**src/rtl/mac_pkg.sv**
```systemverilog
// rtl/mac_pkg.sv - MAC control interface op codes, shared with the control FSM
package mac_pkg;

  typedef logic [1:0] op_t;

  localparam op_t OP_NOP = 2'b00;
  localparam op_t OP_MUL = 2'b01;
  localparam op_t OP_MAC = 2'b10;
  localparam op_t OP_CLR = 2'b11;

endpackage

```
**src/rtl/mac_mul_stage.sv**
```systemverilog
// rtl/mac_mul_stage.sv - stage-1 register: op code, zero-extended product and valid
module mac_mul_stage
  import mac_pkg::*;
#(
  parameter int DW = 8,
  parameter int AW = 20
) (
  input  logic          clk,
  input  logic          rst_n,
  input  logic          en,
  input  logic          in_valid,
  input  logic [1:0]    in_op,
  input  logic [DW-1:0] a,
  input  logic [DW-1:0] b,
  output logic          s1_valid,
  output logic [1:0]    s1_op,
  output logic [AW-1:0] s1_prod
);

  logic [2*DW-1:0] prod_full;

  assign prod_full = {{DW{1'b0}}, a} * {{DW{1'b0}}, b};

  // A deasserted in_valid while enabled loads a bubble.
  always_ff @(posedge clk) begin
    if (!rst_n) begin
      s1_valid <= 1'b0;
      s1_op    <= OP_NOP;
      s1_prod  <= '0;
    end else if (en) begin
      s1_valid <= in_valid;
      s1_op    <= in_op;
      s1_prod  <= AW'(prod_full);
    end
  end

endmodule

```
**src/rtl/mac_datapath.sv**
```systemverilog
// rtl/mac_datapath.sv - 2-stage multiply/accumulate responder with saturating accumulator
module mac_datapath
  import mac_pkg::*;
#(
  parameter int DW = 8,
  parameter int AW = 20
) (
  input  logic          clk,
  input  logic          rst_n,
  input  logic          ctrl_valid,
  input  logic [1:0]    ctrl,
  input  logic [DW-1:0] op_a,
  input  logic [DW-1:0] op_b,
  output logic          ctrl_ready,
  output logic          res_valid,
  input  logic          res_ready,
  output logic [AW-1:0] res_data,
  output logic          ovf,
  output logic          busy
);

  logic          stall;
  logic          s1_valid;
  logic [1:0]    s1_op;
  logic [AW-1:0] s1_prod;
  logic          s2_fire;
  logic [AW:0]   sum;
  logic [AW-1:0] acc;
  logic [AW-1:0] acc_next;
  logic          ovf_next;
  logic          produce;

  assign stall      = res_valid & ~res_ready;
  assign ctrl_ready = ~stall;
  assign busy       = s1_valid | res_valid;
  assign s2_fire    = s1_valid & ~stall;

  mac_mul_stage #(.DW(DW), .AW(AW)) u_mul_stage (
    .clk      (clk),
    .rst_n    (rst_n),
    .en       (~stall),
    .in_valid (ctrl_valid),
    .in_op    (ctrl),
    .a        (op_a),
    .b        (op_b),
    .s1_valid (s1_valid),
    .s1_op    (s1_op),
    .s1_prod  (s1_prod)
  );

  // One extra bit on the sum exposes the carry used for saturation.
  always_comb begin
    sum      = {1'b0, acc} + {1'b0, s1_prod};
    acc_next = acc;
    ovf_next = ovf;
    produce  = 1'b0;
    case (op_t'(s1_op))
      OP_MUL: begin
        acc_next = s1_prod;
        ovf_next = 1'b0;
        produce  = 1'b1;
      end
      OP_MAC: begin
        produce = 1'b1;
        if (sum[AW]) begin
          acc_next = '1;
          ovf_next = 1'b1;
        end else begin
          acc_next = sum[AW-1:0];
        end
      end
      OP_CLR: begin
        acc_next = '0;
        ovf_next = 1'b0;
        produce  = 1'b1;
      end
      default: ;
    endcase
  end

  always_ff @(posedge clk) begin
    if (!rst_n) begin
      acc       <= '0;
      ovf       <= 1'b0;
      res_data  <= '0;
      res_valid <= 1'b0;
    end else begin
      if (s2_fire) begin
        acc <= acc_next;
        ovf <= ovf_next;
      end
      if (s2_fire && produce) begin
        res_data  <= acc_next;
        res_valid <= 1'b1;
      end else if (res_ready) begin
        res_valid <= 1'b0;
      end
    end
  end

endmodule

```
**config.mk**
```make
export PLATFORM = sky130hd
export DESIGN_NAME = mac_datapath
export DESIGN_NICKNAME = d
export VERILOG_FILES = /design/src/rtl/mac_pkg.sv /design/src/rtl/mac_mul_stage.sv /design/src/rtl/mac_datapath.sv
export SDC_FILE = /design/constraint.sdc
export NUM_CORES = 1
export LEC_CHECK = 0
export ABC_AREA = 1
export BUFFER_PORTS_ARGS = -buffer_cell sky130_fd_sc_hd__buf_4
export CAP_MARGIN = 0
export CORE_ASPECT_RATIO = 1.4
export CORE_UTILIZATION = 55
export CTS_CLUSTER_DIAMETER = 100
export CTS_CLUSTER_SIZE = 30
export DETAILED_ROUTE_END_ITERATION = 8
export PLACE_DENSITY = 0.82
export SLEW_MARGIN = 20
export SYNTH_ARGS = -nofsm -noshare
export SYNTH_HDL_FRONTEND = slang
export SYNTH_SLANG_ARGS = --single-unit
```
**constraint.sdc**
```tcl
create_clock -name clk -period 5.3 [get_ports clk]
set_input_delay 0.265 -clock clk [delete_from_list [all_inputs] [get_ports clk]]
set_output_delay 0.265 -clock clk [all_outputs]
set_load 0.005 [all_outputs]
```
==> qor.yml, run 1 <==
drt-total-wl_mm: 15.7
power.switching_mw: 0.944
vias_per_cell: 5.35
numCtsBuffers: 9
grt_pass1_wl_mm: 26.2
clkLatencyLatePin_ns: 0.34
path_delay_family: "adder cells"
leakage_nw: 4.12
crit_type: "in2reg"
synth_top_family_by_area: "simple AND/OR/NAND/NOR gates"
status: "complete, no violations"
cts-root-buf: "clkbuf_16"
yosys-top-cells-area: "dfxtp_1 (19%), nand2_1 (15%), inv_1 (14%)"
coreArea_um2: 11000
hold_path_class: "in2reg"
ioPinCount: 46
synthFlopType: "dfxtp_1"
setup_viol: 0
power_density_nw_per_um2: 330
cpMaxStageDelayCell: "fa_1"
cpPeakStageDelay_ns: 0.55
p_comb_share_pct: 48.3
fmax_ghz: 0.256
synth.most_common_cell: "nand2_1"
antenna_found_initial: 0
final_nets: 1096
synth_fa_ha_area_share_pct: 22.1
slew_headroom_pct: 44.3
min_period_ns: 3.90
grt_max_degree: 48
antenna_left: 0
synth_cells: 963
synth_cell_types: 37
die_w_um: 92.5
gp_congestion: 0.965
first_pass_iters: 5
setup.worst_path.end_class: "register"
rows: 45
synth_largest_area_cell: "dfxtp_1"
syn_area_um2: 6300
clock_sinks: 61
worst_slew_pin_slew_ns: 0.835
syn_nets: 1074
switching_share_pct: 40.9
cp.buffers_inverters: 5
dieHeight_um: 129
hpwl_mm: 12.5
slew_viol_final: 0
worst_clock_skew_ns: 0.00550
synth-edff-count: 0
htreeDepth: 3
synthXorXnorAreaFrac_pct: 1.94
period_share_pct: 73.6
setup-tns-final_ns: 0
synthTopCellsByCount: "nand2_1 (244), inv_1 (234), dfxtp_1 (61)"
synth_warnings: 0
fill_cells: 998
yosys.area_share.simple_pct: 25.6
place_ws_ns: 1.10
portBuffers: 45
drc: 0
rsz0062_at_grt: "false"
ys_seq_area_share_pct: 19.4
die_area_um2: 11900
cp-start-kind: "input port"
synth_compound_area_share_pct: 14.2
syn2layout_area_growth_pct: 10.8
initial_core_util_pct: 57.4
ys_async_sr_fraction_pct: 0
drive_gt1_share_pct: 11.1
postLayoutCoreUtil_pct: 63.6
p_int_mw: 1.36
drt-initial-drc-count: 365
power_frac_seq_pct: 25.0
vias: 6042
drv_cap: 0
cp.arrival_ns: 4.13
multiInputGateArea_um2: 4020
crit_required_ns: 5.53
grt_use_total_pct: 28.1
irDropWorstVdd_mv: 0.183
antenna_cells: 0
final-hold-violation-count: 0
path_clk_slew_ns: 0.05
syn_area_per_cell_um2: 6.55
p_clk_share_pct: 26.7
seqCellArea_um2: 1220
cts_resized: 0
postCtsSetupBuffers: 0
muxShareOfSynthArea_pct: 0
wl_per_cell_um: 13.9
cp_cell_sequence: "buf_4, nand2_1, inv_1, fa_1, fa_1, fa_1, inv_1, fa_1, inv_1, ha_1, a21oi_1, o21ai_0, a21oi_1, xor2_1, nand2_1, o211ai_1, inv_1"
ctsHoldBuffers: 0
grt_overflow: 0
ys_ff_latch: 61
synth_top_area_share_pct: 19.4
worst-path-max-fanout: 8
setup_ws_ns: 1.40
clk_path_buf_depth: 2
grt_pass1_vias: 5951
cts_tree: "built"
-- kinds of logic (layout without fill, tap and decap cells) --
| logic type | after synthesis | after routing |
|---|---|---|
| simple gates | 373 | 373 |
| xor+xnor | 14 | 14 |
| buf+inv | 273 | 299 |
| flops | 61 | 61 |
| fa+ha+maj | 89 | 89 |
| compound gates | 153 | 153 |
-- worst register-to-register path: stages (launching register included) --
cell and delay (ns):
dfxtp_1 0.35, ha_1 0.42, a21oi_1 0.33, a21oi_1 0.14, inv_1 0.07, nand2_1 0.05, nor2_2 0.65, nand3_2 0.20
nand2_2 0.12, nand3_1 0.10, nand2_1 0.10, inv_1 0.04
-- layer usage --
metal | share of wire (%) | up-vias | wire length (um) | global-route usage (%)
met2 | 55 | 197 | 8570 | 54.9
li1 | - | 2989 | - | -
met5 | 0 | - | 0 | 0
met1 | 36 | 2790 | 5610 | 26.4
met3 | 3.9 | 66 | 606 | 3.61
met4 | 5.9 | 0 | 935 | 19.8
-- stage by stage --
| step | hold slack (ns) | power (mW) | area [um^2] | std cells |
|---|---|---|---|---|
| 6_report | 0.208 | 2.31 | 6990 | 1130 |
| 5_1_grt | 0.220 | 2.49 | 6990 | 1130 |
| 4_1_cts | 0.219 | 2.30 | 6990 | 1130 |
| 3_5_place_dp | 0.475 | 1.67 | 6670 | 1115 |
| 3_3_place_gp | 0.466 | 1.65 | 6670 | 1115 |
| 2_1_floorplan | 0.449 | 1.42 | 6300 | 963 |
-- registers in the layout (all words and copies together), names as in the netlist --
name,cells
ovf,1
u_mul_stage.s1_op,2
acc,20
u_mul_stage.s1_valid,1
u_mul_stage.s1_prod,16
res_valid,1
res_data,20
-- power groups by stage --
| stage | logic, mW | clock network (mW) | registers [mW] |
|---|---|---|---|
| floorplan | 0.860 | 0 | 0.562 |
| global placement | 1.07 | 0 | 0.580 |
| detailed placement | 1.09 | 0 | 0.581 |
| CTS | 1.11 | 0.618 | 0.574 |
| global route | 1.27 | 0.643 | 0.581 |
| finish | 1.11 | 0.615 | 0.576 |
-- cell type report --
cell class	count	share of cell area [%]
clock buffers	13	4.01
clock inverters	2	0.555
inverters	236	12.7
multi-input cells	629	57.6
flip-flops and latches	61	17.5
well taps	141	2.53
repair buffers	48	5.16
-- final timing paths --
path                                               from                     end  slack [ns]  depth (start not counted)
worst min register to register     u_mul_stage.s1_valid    u_mul_stage.s1_valid        0.48                          2
worst max register to register  u_mul_stage.s1_prod[15]            res_data[12]        2.62                         11
worst max-delay path                            op_b[7]  u_mul_stage.s1_prod[9]        1.40                         17
worst min-delay path                         ctrl_valid    u_mul_stage.s1_valid        0.21                          3
-- placed cells by master (no fill, tap or decap) --
cell	Yosys	layout
clkbuf_16	0	9
o22ai_1	6	6
dfxtp_1	61	61
nand3b_1	1	1
buf_4	2	48
a21boi_0	1	1
nor2_1	34	34
a21oi_1	51	51
xor2_1	10	10
nor3_1	6	6
nor2_2	6	6
a211oi_1	2	2
inv_2	2	2
o21a_1	13	13
bufinv_16	0	1
a31oi_1	3	3
o21bai_1	10	10
a21oi_2	9	9
o211ai_1	5	5
nand3_2	9	9
nand2_1	244	244
o21ai_1	2	2
nor2_4	1	1
xnor2_1	4	4
o21ai_0	49	49
or2_2	1	1
nand4_1	7	7
nand3_1	47	47
fa_1	37	37
nand2_2	17	17
ha_1	52	52
inv_6	0	1
clkbuf_8	1	4
o21ai_2	1	1
inv_1	234	234
a21boi_2	1	1
Note: power is estimated with default switching activity, not from simulation.
==> inputs of run 2 (changes only) <==
Settings changed: PLACE_DENSITY 0.82 to 0.85.
Clock period 5.3 ns to 3.4 ns, I/O delays scaled along.
==> qor.yml, run 2 (same netlist as run 1, synthesis figures left out) <==
status: "complete, no violations"
clk_path_buf_depth: 2  # unchanged
cts_tree: "built"
vias: 6199  # +2.6%
ioPinCount: 46  # unchanged
grt_pass1_wl_mm: 27.2  # +4.0%
cp.arrival_ns: 3.62  # -0.51 ns
drive_gt1_share_pct: 19.6  # +8.5 points
final-hold-violation-count: 0  # unchanged
dieHeight_um: 129  # unchanged
drt-total-wl_mm: 16.8  # +7.0%
setup.worst_path.end_class: "register"
coreArea_um2: 11000  # unchanged
final_nets: 1130  # +3.1%
crit_required_ns: 3.63  # -1.90 ns
cts_resized: 0  # unchanged
worst_clock_skew_ns: 0.0110  # +0.00546 ns
fill_cells: 900  # -9.8%
crit_type: "in2reg"
irDropWorstVdd_mv: 0.367  # +100%
period_share_pct: 99.6
antenna_cells: 0  # unchanged
drc: 0  # unchanged
r2r_start: "u_mul_stage.s1_prod[15]"
leakage_nw: 4.34  # +5.2%
place_ws_ns: -0.269  # -1.37 ns
first_pass_iters: 6  # +1
initial_core_util_pct: 57.4  # unchanged
gp_congestion: 0.965  # about the same
grt_overflow: 0  # unchanged
clkLatencyLatePin_ns: 0.34  # about the same
hold_start: "ctrl_valid"
power.total_mw: 4.27  # +85%
die_area_um2: 11900  # unchanged
htreeDepth: 3  # unchanged
hpwl_mm: 12.8  # +2.3%
min_period_ns: 3.39
wl_per_cell_um: 14.4  # +3.8%
vias_per_cell: 5.32  # -0.48%
hold_end: "u_mul_stage.s1_valid"
fmax_ghz: 0.295
setup_ws_ns: 0.0132  # -1.39 ns
die_w_um: 92.5  # unchanged
rsz0062_at_grt: "true"
setup_viol: 0  # unchanged
portBuffers: 45  # unchanged
antenna_left: 0  # unchanged
path_clk_slew_ns: 0.05  # about the same
grt_use_total_pct: 29.1  # +1.1 points
place_area_um2: 7030  # +5.5%
drt-initial-drc-count: 377  # +3.3%
rows: 45  # unchanged
drv_cap: 0  # unchanged
cp-start-kind: "input port"
clock_sinks: 61  # unchanged
numCtsBuffers: 9  # unchanged
min_path_cells: 3  # unchanged
syn2layout_area_growth_pct: 19.5
grt_max_degree: 48  # unchanged
hold_path_class: "in2reg"
grt_pass1_vias: 6261  # +5.2%
power_density_nw_per_um2: 566  # +72%
final_common_cell: "nand2_1"
worst_slew_pin_slew_ns: 0.705  # -0.130 ns
slew_viol_final: 0  # unchanged
final_area_um2: 7540  # +7.9%
slew_headroom_pct: 52.9  # +8.7 points
worst_r2r_path_depth: 12  # +1
rrSetupSlack_ns: 0.95  # -1.67 ns
reg_top3: "acc x20, res_data x20, u_mul_stage.s1_prod x16"
antenna_found_initial: 0  # unchanged
worst-path-max-fanout: 7  # -1
ctsHoldBuffers: 0  # unchanged
layout_common_cells: "nand2_1 (229), inv_1 (224), buf_4 (76), dfxtp_1 (61), ha_1 (45)"
rr_endpoint: "res_data[14]"
cts-root-buf: "clkbuf_16"
postCtsSetupBuffers: 0  # unchanged
run 2: cell types whose count changed in the layout (fill, tap and decap cells not counted), moves of 6 or more:
cell | previous run | this run
ha_1 | 52 | 45
nand2_4 | 0 | 6
ha_4 | 0 | 6
nor2_1 | 34 | 28
nand2_1 | 244 | 229
buf_4 | 48 | 76
inv_1 | 234 | 224
inv_2 | 2 | 11
a21oi_1 | 51 | 43
nand2_2 | 17 | 26
run 2: worst max path at each step:
stage                 start                      end  slack (ns)  cells after the start
global route        op_b[5]  u_mul_stage.s1_prod[13]       -0.11                     17
CTS                 op_a[2]   u_mul_stage.s1_prod[8]        0.09                     17
global placement    op_a[3]   u_mul_stage.s1_prod[7]       -0.22                     16
finish              op_a[5]  u_mul_stage.s1_prod[12]        0.01                     18
detailed placement  op_a[5]  u_mul_stage.s1_prod[10]       -0.27                     19
floorplan           op_b[5]   u_mul_stage.s1_prod[9]       -0.05                     17
run 2: stage by stage:
step	instances	util, %	hold WS [ns]	TNS, ns
2_1_floorplan	963	-	0.363	-0.168
3_3_place_gp	1149	64.1	0.453	-1.66
3_5_place_dp	1149	64.1	0.461	-2.14
4_1_cts	1165	66.9	0.113	0
5_1_grt	1165	68.6	0.132	-0.505
6_report	1165	68.6	0.109	0
run 2: cell type report:
cell class	instances	area [um^2]	share of cell area [%]
Sequential cell	61	1220	16.2
Timing Repair Buffer	82	647	8.58
Clock inverter	6	68.8	0.913
Clock buffer	10	239	3.17
Multi-Input combinational cell	629	4300	57.0
Inverter	236	888	11.8
Tap cell	141	176	2.34
run 2: critical path, stage by stage:
cell	delay (ns)
buf_4	0.15
nand2_1	0.11
inv_1	0.06
fa_1	0.50
fa_1	0.44
fa_1	0.54
inv_2	0.05
fa_1	0.52
inv_2	0.05
ha_4	0.24
nand2_2	0.07
nand2_2	0.04
inv_2	0.07
o21a_1	0.16
nand3_2	0.09
xor2_1	0.17
o21bai_1	0.13
inv_1	0.05
run 2: per-layer routing:
metal | up-vias | routed length [um] | track usage (%)
met5 | - | 0 | 0
met4 | 0 | 1110 | 21.3
met3 | 87 | 653 | 4.37
met2 | 213 | 9120 | 56.7
met1 | 2846 | 5940 | 26.9
li1 | 3053 | - | -
run 2: report_power, final:
part / internal (mW) / switching, mW
registers: 0.814 / 0.0819
logic: 1.04 / 1.39
clock network: 0.591 / 0.346
==> inputs of run 3 (changes only) <==
Settings changed: CORE_UTILIZATION 55 to 25, PLACE_DENSITY 0.85 to 0.49.
==> qor.yml, run 3 (same netlist as run 1, synthesis figures left out) <==
status: "complete, no violations"
initial_core_util_pct: 25.6  # -32 points
slew_headroom_pct: 44.2  # -8.7 points
drt-total-wl_mm: 17.8  # +5.5%
vias_per_cell: 4.34  # -18%
setup_ws_ns: 0.160  # +0.147 ns
antenna_found_initial: 0  # unchanged
final_nets: 1128  # -0.18%
clkLatencyLatePin_ns: 0.34  # about the same
grt_overflow: 0  # unchanged
holdWs_ns: 0.129  # +0.0198 ns
cp.arrival_ns: 3.53  # -0.09 ns
fill_cells: 2760  # +210%
hold_path_class: "in2reg"
rsz0062_at_grt: "true"
power_frac_seq_pct: 21.8  # +0.8 points
stdcell_count: 1337  # +15%
grt_pass1_wl_mm: 29.2  # +7.3%
crit_required_ns: 3.69  # +0.06 ns
p_int_mw: 2.38  # -2.7%
cts_resized: 0  # unchanged
p_clk_share_pct: 22.8  # +0.8 points
coreArea_um2: 24700  # +120%
path_clk_slew_ns: 0.06  # about the same
fmax_ghz: 0.309  # +4.5%
final_common_cell: "nand2_1"
antenna_left: 0  # unchanged
layout_common_cells: "nand2_1 (232), inv_1 (227), buf_4 (67), dfxtp_1 (61)"
drc: 0  # unchanged
leakage_nw: 4.32  # -0.51%
worst-path-max-fanout: 6  # -1
worst_slew_pin_slew_ns: 0.836  # +0.130 ns
wl_per_cell_um: 13.3  # -8.1%
drv_cap: 0  # unchanged
cp-start-kind: "input port"
dieHeight_um: 190  # +48%
power.switching_mw: 1.76  # -3.4%
switching_share_pct: 42.4  # -0.19 points
portBuffers: 45  # unchanged
numCtsBuffers: 9  # unchanged
grt_pass1_vias: 5843  # -6.7%
first_pass_iters: 5  # -1
ctsHoldBuffers: 0  # unchanged
clock_sinks: 61  # unchanged
drt-initial-drc-count: 297  # -21%
slew_viol_final: 0  # unchanged
setup-tns-final_ns: 0  # unchanged
postCtsSetupBuffers: 0  # unchanged
drive_gt1_share_pct: 18.3  # -1.3 points
irDropWorstVdd_mv: 0.231  # -37%
power_density_nw_per_um2: 536  # -5.4%
p_comb_share_pct: 55.4  # -1.7 points
gp_congestion: 0.858  # -11%
clk_path_buf_depth: 2  # unchanged
dp.cells: 1321  # +15%
die_area_um2: 25900  # +120%
setup.worst_path.end_class: "register"
cts_tree: "built"
period_share_pct: 95.3  # -4.3 points
min_period_ns: 3.24  # -0.147 ns
final-hold-violation-count: 0  # unchanged
die_w_um: 136  # +47%
grt_max_degree: 48  # unchanged
crit_type: "in2reg"
grt_use_total_pct: 14.6  # -15 points
hpwl_mm: 14.2  # +11%
setup_viol: 0  # unchanged
worst_clock_skew_ns: 0.00547  # -0.00549 ns
reg_top3: "acc x20, res_data x20, u_mul_stage.s1_prod x16"
vias: 5802  # -6.4%
cts-root-buf: "clkbuf_16"
antenna_cells: 0  # unchanged
rows: 68  # +51%
place_ws_ns: -0.315  # -0.0461 ns
syn2layout_area_growth_pct: 22.5
htreeDepth: 3  # unchanged
ioPinCount: 46  # unchanged
-- run 3: cell count changes in the layout (fill, tap and decap cells not counted), moves of 3 or more --
| cell | previous run | this run |
|---|---|---|
| buf_4 | 76 | 67 |
| buf_6 | 5 | 10 |
| buf_8 | 0 | 3 |
| inv_1 | 224 | 227 |
| nand2_1 | 229 | 232 |
| nor2_2 | 11 | 8 |
-- run 3: area by class of cell --
cell class | instances | area (um^2) | share of cell area (%)
repair buffers | 80 | 661 | 8.55
well taps | 315 | 394 | 5.10
clock inverters | 7 | 72.6 | 0.939
flip-flops and latches | 61 | 1220 | 15.8
inverters | 236 | 886 | 11.5
multi-input cells | 629 | 4270 | 55.2
clock buffers | 9 | 225 | 2.91
-- run 3: critical path, cell delays in order --
cell	delay, ns
buf_8	0.10
nand2_4	0.05
fa_1	0.50
fa_1	0.51
inv_1	0.05
fa_1	0.47
inv_1	0.05
fa_1	0.48
inv_2	0.05
ha_4	0.31
nand2_4	0.09
o21ai_4	0.17
a21oi_2	0.05
or2_2	0.27
nand3_1	0.07
o211ai_1	0.09
inv_1	0.07
-- run 3: path summary, 6_finish.rpt --
kind,from,cells after the start,end,slack [ns]
worst max register to register,u_mul_stage.s1_op[1],7,res_data[5],0.83
worst min register to register,acc[6],2,acc[6],0.48
worst max-delay path,op_b[7],17,u_mul_stage.s1_prod[8],0.16
worst min-delay path,ctrl_valid,3,u_mul_stage.s1_valid,0.13
-- run 3: power by group through the flow --
stage                     Combinational [mW]  Sequential, mW  Clock [mW]
after floorplan                         1.53           0.876           0
after global placement                  2.10           0.913           0
after detailed placement                2.09           0.913           0
after CTS                               2.11           0.899       0.967
after global routing                    2.58           0.911       0.998
final                                   2.29           0.901       0.946
-- run 3: per-layer routing --
metal	vias to the layer above	track usage (%)	share of wire, %
met4	0	5.38	2.0
met5	-	0	0
met1	2650	15.6	39
met2	93	28.9	56
met3	17	1.20	2.8
li1	3042	-	-
-- run 3: stage by stage --
stage | util, % | area [um^2] | total power [mW]
floorplan | - | 6560 | 2.40
global placement | 29.3 | 7240 | 3.01
detailed placement | 29.3 | 7240 | 3.01
CTS | 30.5 | 7530 | 3.98
global route | 31.3 | 7730 | 4.49
finish | 31.3 | 7730 | 4.14
